<file path="config.mk">
export PLATFORM = sky130hd
export DESIGN_NAME = uart_tx_peripheral
export DESIGN_NICKNAME = d
export VERILOG_FILES = /design/src/rtl/uart_tx_peripheral_pkg.sv /design/src/rtl/uart_fifo.sv /design/src/rtl/uart_tx_peripheral.sv
export SDC_FILE = /design/constraint.sdc
export NUM_CORES = 1
export LEC_CHECK = 0
export CAP_MARGIN = 10
export CORE_UTILIZATION = 49
export DETAILED_ROUTE_END_ITERATION = 8
export PLACE_DENSITY_LB_ADDON = 0.2
export SYNTH_ARGS = -nofsm -noshare
export SYNTH_HDL_FRONTEND = slang
export SYNTH_SLANG_ARGS = --single-unit
</file>
<file path="constraint.sdc">
create_clock -name clock -period 3.35 [get_ports clock]
set_input_delay 0.67 -clock clock [delete_from_list [all_inputs] [get_ports clock]]
set_output_delay 0.67 -clock clock [all_outputs]
set_load 0.01 [all_outputs]
</file>
<file path="src/rtl/uart_tx_peripheral_pkg.sv">
// Shared encodings for the memory-mapped UART transmitter: FSM states and
// status word bit positions seen by CPU loads from the peripheral window.
package uart_tx_peripheral_pkg;

    typedef enum logic [1:0] {
        UART_STATE_IDLE  = 2'd0,
        UART_STATE_START = 2'd1,
        UART_STATE_DATA  = 2'd2,
        UART_STATE_STOP  = 2'd3
    } uart_state_e;

    localparam int UART_STATUS_BUSY      = 0;
    localparam int UART_STATUS_FULL      = 1;
    localparam int UART_STATUS_OVERFLOW  = 2;
    localparam int UART_STATUS_COUNT_LSB = 4;
    localparam int UART_STATUS_COUNT_W   = 5;

    function automatic logic [31:0] uart_status_pack(
        input logic                           busy,
        input logic                           full,
        input logic                           overflow,
        input logic [UART_STATUS_COUNT_W-1:0] count
    );
        logic [31:0] word;
        word = '0;
        word[UART_STATUS_BUSY]     = busy;
        word[UART_STATUS_FULL]     = full;
        word[UART_STATUS_OVERFLOW] = overflow;
        word[UART_STATUS_COUNT_LSB +: UART_STATUS_COUNT_W] = count;
        return word;
    endfunction

endpackage

</file>
<file path="src/rtl/uart_fifo.sv">
// Small synchronous circular-buffer FIFO; a push while full is accepted only
// when a pop frees the slot in the same cycle.
module uart_fifo #(
    parameter int DEPTH  = 4,
    parameter int DATA_W = 8
) (
    input  logic                     clock,
    input  logic                     reset,
    input  logic                     push,
    input  logic                     pop,
    input  logic [DATA_W-1:0]        wdata,
    output logic [DATA_W-1:0]        rdata,
    output logic                     full,
    output logic                     empty,
    output logic [$clog2(DEPTH):0]   count
);

    localparam int PTR_W = $clog2(DEPTH);
    localparam int CNT_W = PTR_W + 1;

    logic [DATA_W-1:0] mem [DEPTH];
    logic [PTR_W-1:0]  wr_ptr;
    logic [PTR_W-1:0]  rd_ptr;
    logic              do_push;
    logic              do_pop;

    assign full    = (count == CNT_W'(DEPTH));
    assign empty   = (count == '0);
    assign do_pop  = pop && !empty;
    assign do_push = push && (!full || do_pop);
    assign rdata   = mem[rd_ptr];

    // Storage carries no reset; only pointers and count are control state.
    always_ff @(posedge clock) begin
        if (do_push) begin
            mem[wr_ptr] <= wdata;
        end
    end

    always_ff @(posedge clock or negedge reset) begin
        if (!reset) begin
            wr_ptr <= '0;
            rd_ptr <= '0;
            count  <= '0;
        end else begin
            if (do_push) begin
                wr_ptr <= wr_ptr + 1'b1;
            end
            if (do_pop) begin
                rd_ptr <= rd_ptr + 1'b1;
            end
            count <= count + CNT_W'(do_push) - CNT_W'(do_pop);
        end
    end

endmodule

</file>
<file path="src/rtl/uart_tx_peripheral.sv">
// Memory-mapped 8N1 UART transmitter: byte stores queue in a FIFO, the FSM
// serialises them back to back, and loads see a busy/full/overflow/count word.
module uart_tx_peripheral
    import uart_tx_peripheral_pkg::*;
#(
    parameter int CLOCKS_PER_BIT = 4,
    parameter int FIFO_DEPTH     = 4
) (
    input  logic        clock,
    input  logic        reset,
    input  logic        write_enable,
    input  logic [7:0]  write_data,
    input  logic        status_clear,
    output logic [31:0] status_data,
    output logic        tx
);

    localparam int BAUD_W = $clog2(CLOCKS_PER_BIT);
    localparam int CNT_W  = $clog2(FIFO_DEPTH) + 1;
    localparam logic [BAUD_W-1:0] BAUD_LAST = BAUD_W'(CLOCKS_PER_BIT - 1);

    uart_state_e       state, state_next;
    logic [BAUD_W-1:0] baud_cnt, baud_next;
    logic [2:0]        bit_idx, bit_next;
    logic [7:0]        shift_reg, shift_next;
    logic              tx_next;
    logic              bit_end;
    logic              overflow;
    logic              overflow_set;
    logic              fifo_pop;
    logic              fifo_full;
    logic              fifo_empty;
    logic [7:0]        fifo_rdata;
    logic [CNT_W-1:0]  fifo_count;

    uart_fifo #(
        .DEPTH  (FIFO_DEPTH),
        .DATA_W (8)
    ) u_fifo (
        .clock (clock),
        .reset (reset),
        .push  (write_enable),
        .pop   (fifo_pop),
        .wdata (write_data),
        .rdata (fifo_rdata),
        .full  (fifo_full),
        .empty (fifo_empty),
        .count (fifo_count)
    );

    assign bit_end      = (baud_cnt == BAUD_LAST);
    assign overflow_set = write_enable && fifo_full && !fifo_pop;

    always_comb begin
        state_next = state;
        bit_next   = bit_idx;
        shift_next = shift_reg;
        fifo_pop   = 1'b0;
        baud_next  = (state == UART_STATE_IDLE || bit_end) ? '0 : baud_cnt + 1'b1;
        case (state)
            UART_STATE_IDLE: begin
                if (!fifo_empty) begin
                    fifo_pop   = 1'b1;
                    shift_next = fifo_rdata;
                    state_next = UART_STATE_START;
                end
            end
            UART_STATE_START: begin
                if (bit_end) begin
                    bit_next   = '0;
                    state_next = UART_STATE_DATA;
                end
            end
            UART_STATE_DATA: begin
                if (bit_end) begin
                    shift_next = shift_reg >> 1;
                    bit_next   = bit_idx + 1'b1;
                    if (bit_idx == 3'd7) begin
                        state_next = UART_STATE_STOP;
                    end
                end
            end
            UART_STATE_STOP: begin
                if (bit_end) begin
                    // Chain straight into the next start bit when work is queued.
                    if (!fifo_empty) begin
                        fifo_pop   = 1'b1;
                        shift_next = fifo_rdata;
                        state_next = UART_STATE_START;
                    end else begin
                        state_next = UART_STATE_IDLE;
                    end
                end
            end
            default: state_next = UART_STATE_IDLE;
        endcase
        case (state_next)
            UART_STATE_START: tx_next = 1'b0;
            UART_STATE_DATA:  tx_next = shift_next[0];
            default:          tx_next = 1'b1;
        endcase
    end

    always_ff @(posedge clock or negedge reset) begin
        if (!reset) begin
            state    <= UART_STATE_IDLE;
            baud_cnt <= '0;
            bit_idx  <= '0;
            tx       <= 1'b1;
            overflow <= 1'b0;
        end else begin
            state    <= state_next;
            baud_cnt <= baud_next;
            bit_idx  <= bit_next;
            tx       <= tx_next;
            if (overflow_set) begin
                overflow <= 1'b1;
            end else if (status_clear) begin
                overflow <= 1'b0;
            end
        end
    end

    always_ff @(posedge clock) begin
        shift_reg <= shift_next;
    end

    assign status_data = uart_status_pack((state != UART_STATE_IDLE) || (fifo_count != '0),
                                          fifo_full, overflow,
                                          UART_STATUS_COUNT_W'(fifo_count));

endmodule

</file>
==> summary.md <==
The run finished with clean final reports. The tools report the net count of the finished layout as 239. The library cells used most frequently in the layout, excluding fill and tap cells, are edfxtp_1, conb_1, clkdlybuf4s50_1.

The worst setup path is launched from a register. Across the routed clock network, the largest skew measured is 6.89 ps. TritonCTS built the clock tree. The tools report the capture point of the worst reg-to-reg path as u_fifo.count[2]. The path depth of the worst reg2reg path came out at 10. Across all hold checks on the routed design, the worst slack comes to 452 ps. The number of flip-flops under the largest register name was 32; the first-iteration detailed-routing DRC count was 56. For the worst setup path, the data required time is 3540 ps. In this run the register-to-register setup slack is 830 ps. Summing all placed instances gives a cell area of 2910 um^2.

In this run the post-CTS setup repair buffer count came out at 0. Entering global routing, the biggest net connects 17 pins. The maximum number of buffers from clock root to sink came out at 2. In this run the power density over the cells is 781 nW/um^2.

The sum of net half-perimeters after detailed placement is 3060 um, and the number of resized instances in the post-cts repair step is 0. The average instance in the mapped netlist occupies 14.3 um^2. The run gives 0.00119 uW as the static leakage. Hold repair after CTS inserted 0 buffers. The tools report the overall routed net length as 4100 um. The number of antenna violations at the first check in global routing is 0, and the post-route minimum period is 2520 ps. For this design, the slowest cell found on the critical path is dfrtp_1. Most repeated library cell on the critical path: ha_1. The launch instance of the worst register-to-register path was state[1]. The via density per instance was 5.13; the clock transition at the registers of the reported paths was 90 ps.

The largest stage delay on the critical path is 470 ps, and the number of buffers and inverters on the critical path is 1. The logs give 2790 um^2 for the synthesized area and 0 ps for the accumulated negative setup slack. The number of flops mapped to enable cells by yosys came out at 39.

At the later pin of the worst-skew pair, clock insertion delay measures 300 ps. The total global routing overflow was 0. Setup repair after global routing left no endpoint under its margin. The clock drives 56 sinks. After synthesis the netlist holds a flip-flop and latch count of 56. Routability-driven placement finished with a final weighted congestion of 0.800. For the number of slew-limit violations in the final report, the log shows 0. The library cell used most frequently in the layout, excluding fill and tap cells, is edfxtp_1. The initialized floorplan defines 27 standard-cell rows. The fraction of layout instances using a drive strength above 1 was 7.04%.

Measured against its own limit, the worst slew margin works out to 35.5%. The starting utilization of the core area came out at 50.6%. The layout overhead on the synthesized area is 7.32%, and the number of clock buffers inserted by TritonCTS is 5.

The first global-routing pass estimated 6930 um of wire. In the routed design, unresolved DRC markers number 0. In this run the vertical extent of the chip is 77.4 um. Once detail routing completed, the nets flagged for antenna violations numbered 0. The count of TritonRoute iterations in the first routing pass is 4, and the final critical-path share of the clock period is 75.2%. The setup path with the least slack is of type reg -> reg.

The tree is rooted in a clkbuf_8. The worst setup path is captured at a register. Setup violations remaining at the end of the flow were counted as 0. The worst-case vdd ir drop came out at 0.323 mV. The arrival time of the worst setup path came out at 2700 ps. Global routing used 15.2% of the available tracks. In this run the count of I/O pins placed on the die edge is 45.

The cell depth of the worst min-delay path came out at 1. The highest clock rate is 397 MHz, and the number of global-route vias before repair is 1437. Walking the worst path, the cells encountered are inv_1 > ha_1 > a21oi_2 > nor3_2 > nand2b_4 > and2_4 > ha_1 > fa_1 > xor2_1 > xnor2_1.

The distinct cell type count of the synthesized netlist is 44. For this run, the leading register cell type out of synthesis is edfxtp_1. The share of flip-flops with an asynchronous set or reset after synthesis works out to 28.6%. The number of input and output port buffers inserted was 18; the core outline area was 5510 um^2.

Maximum fanout count along the critical path: 7. Sequential cells were found to cover 57.2% of the synthesized design area. Cell family with the largest share of critical-path delay: adder cells. In this run the horizontal extent of the chip is 77.4 um.

The H-tree was split into 2 levels. The slew at the pin closest to its max-slew limit came out at 958 ps. The tools report the synthesized instance count as 195.

The worst hold path belongs to the class reg -> reg. The Yosys step of the flow raised 0 warnings. The per-cell routed wire length was 14.4 um; the fill cell total of the finished layout was 459. Across all layers, the routed design uses 1463 vias. The floorplan step defined a die boundary enclosing 5990 um^2. The hold path startpoint is baud_cnt[0]. The number of hold violations in the final report is 0, and the number of max-capacitance violations reported is 0. The finished cells cover 2990 um^2. 0 antenna diodes ended up in the layout. End of the worst hold path: baud_cnt[0].
==> worst reg2reg max path, cell delays in order, from the launching register on <==
cell and delay (ps):
dfrtp_1 470, inv_1 130, ha_1 260, a21oi_2 220, nor3_2 100, nand2b_4 180, and2_4 170, ha_1 210
fa_1 380, xor2_1 160, xnor2_1 130
==> kinds of logic (layout without fill, tap and decap cells) <==
kind of cell               Yosys count  in the layout  share of synthesized area (%)
muxes                               17             17                           10.7
and+or+nand+nor                     32             32                           7.23
AOI/OAI and AO/OA                   23             23                           5.66
other                                1             26                          0.135
DFF                                 56             56                           57.2
buffers and inverters               46             39                           10.5
adders and majority gates           15             15                           7.01
xor gates and xnor gates             5              5                           1.57
==> worst max path at each step <==
stage	start	to	slack [ps]	cells after the start
3_5_place_dp	state[1]	u_fifo.count[2]	830	10
3_3_place_gp	baud_cnt[0]	u_fifo.count[2]	900	9
2_1_floorplan	state[1]	u_fifo.count[2]	1040	10
4_1_cts	state[1]	u_fifo.count[2]	820	10
6_report	state[1]	u_fifo.count[2]	830	10
5_1_grt	baud_cnt[0]	u_fifo.count[2]	710	9
==> layer usage <==
| metal | up-vias | track usage, % | wire, um |
|---|---|---|---|
| li1 | 688 | - | - |
| met1 | 724 | 18.8 | 1810 |
| met3 | 2 | 3.65 | 163 |
| met2 | 49 | 26.5 | 2110 |
| met4 | 0 | 3.96 | 15 |
| met5 | - | 0 | 0 |
==> final cells by class <==
type	instances	area (um^2)	area share (%)
flip-flops and latches	56	1590	53.3
multi-input cells	118	993	33.2
repair buffers	19	188	6.28
well taps	72	90.1	3.01
clock buffers	7	76.3	2.55
inverters	12	45.0	1.51
clock inverters	1	3.75	0.126
==> through the flow <==
step / total power, uW / util (%) / setup WS, ps / std cells
final: 2340 / 54.3 / 832 / 285
after detailed placement: 2020 / 52.8 / 832 / 277
after global routing: 2500 / 54.3 / 712 / 285
after CTS: 2370 / 54.3 / 817 / 285
after floorplan: 1800 / - / 1040 / 220
after global placement: 1980 / 52.8 / 904 / 277
==> synth_stat cells (2+ instances only) <==
library cell,instances,area (um^2)
mux2i_1,8,80.1
ha_1,14,175
nand2_1,12,45.0
mux4_1,7,184
buf_2,2,10.0
nor2_1,5,18.8
a32o_1,3,30.0
xnor2_1,3,26.3
xor2_1,2,17.5
edfxtp_1,39,1170
o21ai_1,5,25.0
buf_4,29,218
dfrtp_1,15,375
inv_1,12,45.0
o21ai_0,5,25.0
and3_1,5,31.3
a21oi_1,2,10.0
==> power by group <==
part           total [uW]  leakage (uW)  internal (uW)  switching, uW
Sequential           1140      0.000568            985            153
Clock                 343     0.0000399            146            196
Combinational         856      0.000584            418            438
No activity file was read; power rests on OpenSTA's default activity.
